<file path="src/rtl/sa_ctrl_pkg.sv">
// Shared definitions for the systolic-array tile sequencer:
// FSM state encoding, default geometry and drain length.
package sa_ctrl_pkg;

    localparam int SA_WIDTH_DEF   = 4;
    localparam int ADDR_WIDTH_DEF = 8;
    localparam int CNT_WIDTH_DEF  = 8;
    localparam int DRAIN_CYCLES   = 2 * SA_WIDTH_DEF;

    typedef enum logic [2:0] {
        ST_IDLE   = 3'd0,
        ST_LOAD_W = 3'd1,
        ST_FEED   = 3'd2,
        ST_DRAIN  = 3'd3,
        ST_DONE   = 3'd4
    } sa_state_t;

    // Drain length for an arbitrary array width, so the top can be re-parameterised.
    function automatic int drain_cycles(input int sa_width);
        return 2 * sa_width;
    endfunction

endpackage

</file>
<file path="src/rtl/sa_skew_line.sv">
// 1-bit delay line with DEPTH taps; tap k is the input delayed by 1+k cycles.
module sa_skew_line #(
    parameter int DEPTH = 4
) (
    input  logic             clk,
    input  logic             rst_n,
    input  logic             din,
    output logic [DEPTH-1:0] taps
);

    always_ff @(posedge clk or negedge rst_n) begin
        if (!rst_n) begin
            taps <= '0;
        end else begin
            taps[0] <= din;
            for (int k = 1; k < DEPTH; k++) begin
                taps[k] <= taps[k-1];
            end
        end
    end

endmodule

</file>
<file path="src/rtl/sa_controller.sv">
// Tile sequencer for the weight-stationary systolic array: loads weights,
// streams ifmap vectors with per-row/column enable skew, drains, then pulses done.
module sa_controller
    import sa_ctrl_pkg::*;
#(
    parameter int SA_WIDTH   = SA_WIDTH_DEF,
    parameter int ADDR_WIDTH = ADDR_WIDTH_DEF,
    parameter int CNT_WIDTH  = CNT_WIDTH_DEF
) (
    input  logic                  clk,
    input  logic                  rst_n,
    input  logic                  start_i,
    input  logic [CNT_WIDTH-1:0]  num_vec_i,
    input  logic [ADDR_WIDTH-1:0] w_base_i,
    input  logic [ADDR_WIDTH-1:0] i_base_i,
    output logic                  wbuf_rd_en_o,
    output logic [ADDR_WIDTH-1:0] wbuf_addr_o,
    output logic                  ibuf_rd_en_o,
    output logic [ADDR_WIDTH-1:0] ibuf_addr_o,
    output logic [SA_WIDTH-1:0]   weight_en_o,
    output logic [SA_WIDTH-1:0]   ifmap_en_o,
    output logic [SA_WIDTH-1:0]   psum_en_o,
    output logic                  busy_o,
    output logic                  done_o
);

    localparam logic [CNT_WIDTH-1:0] LOAD_LAST  = CNT_WIDTH'(SA_WIDTH - 1);
    localparam logic [CNT_WIDTH-1:0] DRAIN_LAST = CNT_WIDTH'(drain_cycles(SA_WIDTH) - 1);
    localparam logic [CNT_WIDTH-1:0] CNT_ONE    = CNT_WIDTH'(1);

    sa_state_t             state;
    logic [CNT_WIDTH-1:0]  cnt;
    logic [CNT_WIDTH-1:0]  num_vec_q;
    logic [ADDR_WIDTH-1:0] w_base_q;
    logic [ADDR_WIDTH-1:0] i_base_q;
    logic                  wbuf_rd_q;

    // One counter is reused by every phase; FEED stops at num_vec-1 so 2^CNT_WIDTH-1 never overflows.
    always_ff @(posedge clk or negedge rst_n) begin
        if (!rst_n) begin
            state     <= ST_IDLE;
            cnt       <= '0;
            num_vec_q <= '0;
            w_base_q  <= '0;
            i_base_q  <= '0;
        end else begin
            case (state)
                ST_IDLE: begin
                    if (start_i) begin
                        num_vec_q <= num_vec_i;
                        w_base_q  <= w_base_i;
                        i_base_q  <= i_base_i;
                        cnt       <= '0;
                        state     <= ST_LOAD_W;
                    end
                end
                ST_LOAD_W: begin
                    if (cnt == LOAD_LAST) begin
                        cnt   <= '0;
                        state <= (num_vec_q != '0) ? ST_FEED : ST_DONE;
                    end else begin
                        cnt <= cnt + CNT_ONE;
                    end
                end
                ST_FEED: begin
                    if (cnt == num_vec_q - CNT_ONE) begin
                        cnt   <= '0;
                        state <= ST_DRAIN;
                    end else begin
                        cnt <= cnt + CNT_ONE;
                    end
                end
                ST_DRAIN: begin
                    if (cnt == DRAIN_LAST) begin
                        cnt   <= '0;
                        state <= ST_DONE;
                    end else begin
                        cnt <= cnt + CNT_ONE;
                    end
                end
                ST_DONE: begin
                    state <= ST_IDLE;
                end
                default: begin
                    cnt   <= '0;
                    state <= ST_IDLE;
                end
            endcase
        end
    end

    assign wbuf_rd_en_o = (state == ST_LOAD_W);
    assign ibuf_rd_en_o = (state == ST_FEED);
    assign wbuf_addr_o  = wbuf_rd_en_o ? w_base_q + ADDR_WIDTH'(cnt) : '0;
    assign ibuf_addr_o  = ibuf_rd_en_o ? i_base_q + ADDR_WIDTH'(cnt) : '0;
    assign busy_o       = (state != ST_IDLE);
    assign done_o       = (state == ST_DONE);

    // Weight enable lines up with the buffer's one-cycle read latency.
    always_ff @(posedge clk or negedge rst_n) begin
        if (!rst_n) begin
            wbuf_rd_q <= 1'b0;
        end else begin
            wbuf_rd_q <= wbuf_rd_en_o;
        end
    end

    assign weight_en_o = {SA_WIDTH{wbuf_rd_q}};

    sa_skew_line #(.DEPTH(SA_WIDTH)) u_ifmap_skew (
        .clk   (clk),
        .rst_n (rst_n),
        .din   (ibuf_rd_en_o),
        .taps  (ifmap_en_o)
    );

    sa_skew_line #(.DEPTH(SA_WIDTH)) u_psum_skew (
        .clk   (clk),
        .rst_n (rst_n),
        .din   (ibuf_rd_en_o),
        .taps  (psum_en_o)
    );

endmodule

</file>
<file path="config.mk">
export PLATFORM = sky130hd
export DESIGN_NAME = sa_controller
export DESIGN_NICKNAME = d
export VERILOG_FILES = /design/src/rtl/sa_ctrl_pkg.sv /design/src/rtl/sa_skew_line.sv /design/src/rtl/sa_controller.sv
export SDC_FILE = /design/constraint.sdc
export NUM_CORES = 1
export LEC_CHECK = 0
export CAP_MARGIN = 20
export CORE_MARGIN = 2
export CORE_UTILIZATION = 50
export CTS_CLUSTER_SIZE = 12
export DETAILED_ROUTE_END_ITERATION = 6
export PLACE_DENSITY_LB_ADDON = 0.3
export RECOVER_POWER = 25
export SLEW_MARGIN = 5
export SYNTH_ARGS = -nofsm -noshare
export SYNTH_HDL_FRONTEND = slang
export SYNTH_SLANG_ARGS = --single-unit
</file>
<file path="constraint.sdc">
create_clock -name clk -period 2.9 [get_ports clk]
set_clock_uncertainty 0.05 [all_clocks]
set_input_delay 0.58 -clock clk [delete_from_list [all_inputs] [get_ports clk]]
set_output_delay 0.58 -clock clk [all_outputs]
set_load 0.01 [all_outputs]
</file>
==> flow_summary.ini <==
[power_and_ir_drop]
p_sw_frac = 0.413
vdd_drop_max_mv = 0.579
internal-power_uw = 2300
p_clk_frac = 0.093
power_leakage_uw = 0.00162
pwr-share-comb = 0.634
p_seq_frac = 0.273
power_switching_uw = 1620
power_density_mw_per_mm2 = 1120

[place]
gp_congestion = 0.889
post-place-cells = 399
portBuffers = 58
hpwl_um = 4310
placed_area_mm2 = 0.00336

[floorplan]
start_util = 0.517
die_w_um = 76.4
die_area_mm2 = 0.00584
coreArea_mm2 = 0.00507
fp-row-count = 26
io_pins = 59
die_h_um = 76.4

[logic_synthesis]
yosys_warnings = 0
synth.avg_cell_area_um2 = 9.94
ys_seq_elements = 40
syn_nets = 310
ys_seq_area_frac = 0.381
synth.distinct_cells = 51
ys.flop_type = dfrtp_1
synth-edff-count = 0
synth_cells = 264
synthesis.area_mm2 = 0.00262
async_reset_ff_frac = 1.00

[sta]
timing.final.hold_violations = 0
min_period_ps = 2920
worst_pin_slew_ps = 2200
finalSetupViolCount = 3
max_freq_ghz = 0.343
fin_crit_sh = 1.01
rsz0062_at_grt = true
slew_headroom = -0.467
drv_slew = 41
worst_slack_ps = -18.7

[finish]
nets = 386
drive_above_1_share = 0.241
diodes = 0
area_growth_pct = 34.0
nFillCells = 416
multi_input_area_mm2 = 0.00154
regArea_mm2 = 0.00100
fin_cells = 410
design_area_mm2 = 0.00352

[grt]
grt_antenna_before_repair = 0
grt_max_degree = 41
grt_overflow = 0
groute.usage.overall = 0.220
grt_pass1_wl_um = 10400
grt_pass1_vias = 2277

[clocking]
cts_made_buffers = 5
clock-sinks = 40
clkLatencyLatePin_ps = 300
clk_pin_slew_ps = 80
clk_path_buf_depth = 2
cts_root_buf = clkbuf_8
h-tree-depth = 2
cts_tree = done

[drt]
wl_per_cell_um = 14.9
ant_nets = 0
first_pass_iters = 4
via_count = 2221
postRouteWirelength_um = 6130
first_iter_violations = 103
vias_per_cell = 5.42
drc = 0

[critical_path]
startpoint = cnt[0]
startpoint_type = flop
criticalPathCategory = flop to primary output
regToRegStartpoint = num_vec_q[0]
critical-path-top-delay-family = compound AO/OA/AOI/OAI gates
path_buf_inv = 2
end_kind = primary output
path_max_fanout = 2
cp_slowest_stage_delay_ps = 390
cp.arrival_ps = 2290
required_ps = 2270
cpMaxStageDelayCell = dfrtp_1
worstPathCellList = buf_4 -> ha_4 -> fa_2 -> a21o_1 -> a21oi_2 -> o21bai_1 -> a21oi_1 -> xor2_1 -> nor2_1 -> buf_2

[outcome]
violations = max-capacitance violations, max-slew violations, negative setup slack
status = complete, but fails checks

[worst_hold_path]
worstHoldPathType = flop to flop
hp-start = u_psum_skew.taps[1]

[flow_run]
max_cap_violations = 1
-- cell families (layout without fill, tap and decap cells) --
kind of cell | count (synthesis) | count (layout) | share of synthesized area
multiplexers | 23 | 23 | 0.0987
buffers and inverters | 29 | 105 | 0.0591
AND/OR/NAND/NOR | 78 | 78 | 0.150
XOR/XNOR | 21 | 21 | 0.0701
adder cells (fa/ha/maj) | 19 | 19 | 0.0963
flip-flops | 40 | 40 | 0.381
AO/OA/AOI/OAI | 54 | 54 | 0.145
-- worst reg2reg max path: stages (launching register included) --
cell and delay [ps]:
dfrtp_1 460, inv_1 110, ha_1 320, xor2_1 170
o211ai_1 110, a221oi_1 310, a31oi_1 200, or2_4 290
mux2_2 290
-- sequential cells by signal, summed over array words and instances, names as in the netlist --
register / flops
wbuf_rd_q: 1
u_ifmap_skew.taps: 1
w_base_q: 8
state: 3
num_vec_q: 8
u_psum_skew.taps: 3
cnt: 8
i_base_q: 8
-- through the flow --
stage / utilization / setup TNS [ps] / setup WS, ps / total power [µW] / hold slack (ps)
global placement: 0.661 / -709 / -229 / 3360 / 328
CTS: 0.690 / -146 / -74.7 / 3890 / 351
global route: 0.693 / -445 / -128 / 4220 / 361
finish: 0.693 / -31.5 / -18.7 / 3920 / 346
detailed placement: 0.661 / -802 / -206 / 3430 / 335
floorplan: - / 0 / 211 / 2540 / 234
-- power groups by stage --
stage               combinational (µW)  sequential [µW]  clock, µW
finish                            2490             1070        365
global route                      2720             1110        390
CTS                               2450             1070        372
detailed placement                2340             1090          0
global placement                  2290             1070          0
floorplan                         1510             1020          0
-- final timing paths --
check,depth (start not counted),to,slack [ps]
worst max-delay path,10,ibuf_addr_o[6],-20
worst min-delay path,0,u_psum_skew.taps[2],350
worst max register to register,8,cnt[0],470
worst min register to register,0,u_psum_skew.taps[2],350
max in group asynchronous,1,num_vec_q[6],670
min in group asynchronous,1,num_vec_q[4],860
-- cells in the mapped netlist, types with 3 or more instances --
cell type / number / area (µm²)
a21o_1: 4 / 30.0
a21oi_1: 13 / 65.1
and2_1: 3 / 18.8
and3_1: 6 / 37.5
buf_2: 4 / 20.0
buf_4: 9 / 67.6
clkbuf_1: 3 / 11.3
dfrtp_1: 40 / 1000
ha_1: 17 / 213
inv_1: 12 / 45.0
mux2_2: 23 / 259
nand2_1: 18 / 67.6
nand3_1: 4 / 20.0
nor2_1: 24 / 90.1
nor2b_1: 4 / 25.0
nor3_1: 6 / 30.0
o21ai_0: 5 / 25.0
o21ai_1: 4 / 20.0
o21bai_1: 4 / 30.0
o22ai_1: 5 / 31.3
xnor2_1: 10 / 87.6
xor2_1: 11 / 96.3
-- metal layers --
| metal | part of all wire | GRT usage | vias up |
|---|---|---|---|
| met5 | 0 | 0 | - |
| met4 | 0.018 | 0.0782 | 0 |
| met3 | 0.048 | 0.0462 | 11 |
| met2 | 0.51 | 0.387 | 61 |
| met1 | 0.43 | 0.267 | 1065 |
| li1 | - | - | 1084 |
-- layout make-up --
type                       instances  share of cell area
clock buffer                       6              0.0206
clock inverter                     1             0.00142
inverter                          12              0.0128
multi-input combinational        195               0.437
sequential                        40               0.285
tap                               70              0.0249
timing repair buffer              86               0.219
-- repair_timing --
action	in CTS	in global routing
gates cloned	0	0
endpoints found under the setup margin	9	10
pin swaps	16	3
setup buffers	4	0
resized for setup	37	9
hold buffers	0	0
-- cell usage in the layout (no fill, tap or decap), types with 6 or more instances in the layout --
| cell | synthesis | routed |
|---|---|---|
| clkdlybuf4s50_1 | 0 | 47 |
| dfrtp_1 | 40 | 40 |
| buf_4 | 9 | 25 |
| nor2_1 | 24 | 24 |
| mux2_2 | 23 | 23 |
| nand2_1 | 18 | 18 |
| ha_1 | 17 | 14 |
| inv_1 | 12 | 12 |
| xor2_1 | 11 | 11 |
| xnor2_1 | 10 | 10 |
| a21oi_1 | 13 | 8 |
| and3_1 | 6 | 6 |
No activity file was read; power rests on OpenSTA's default activity.
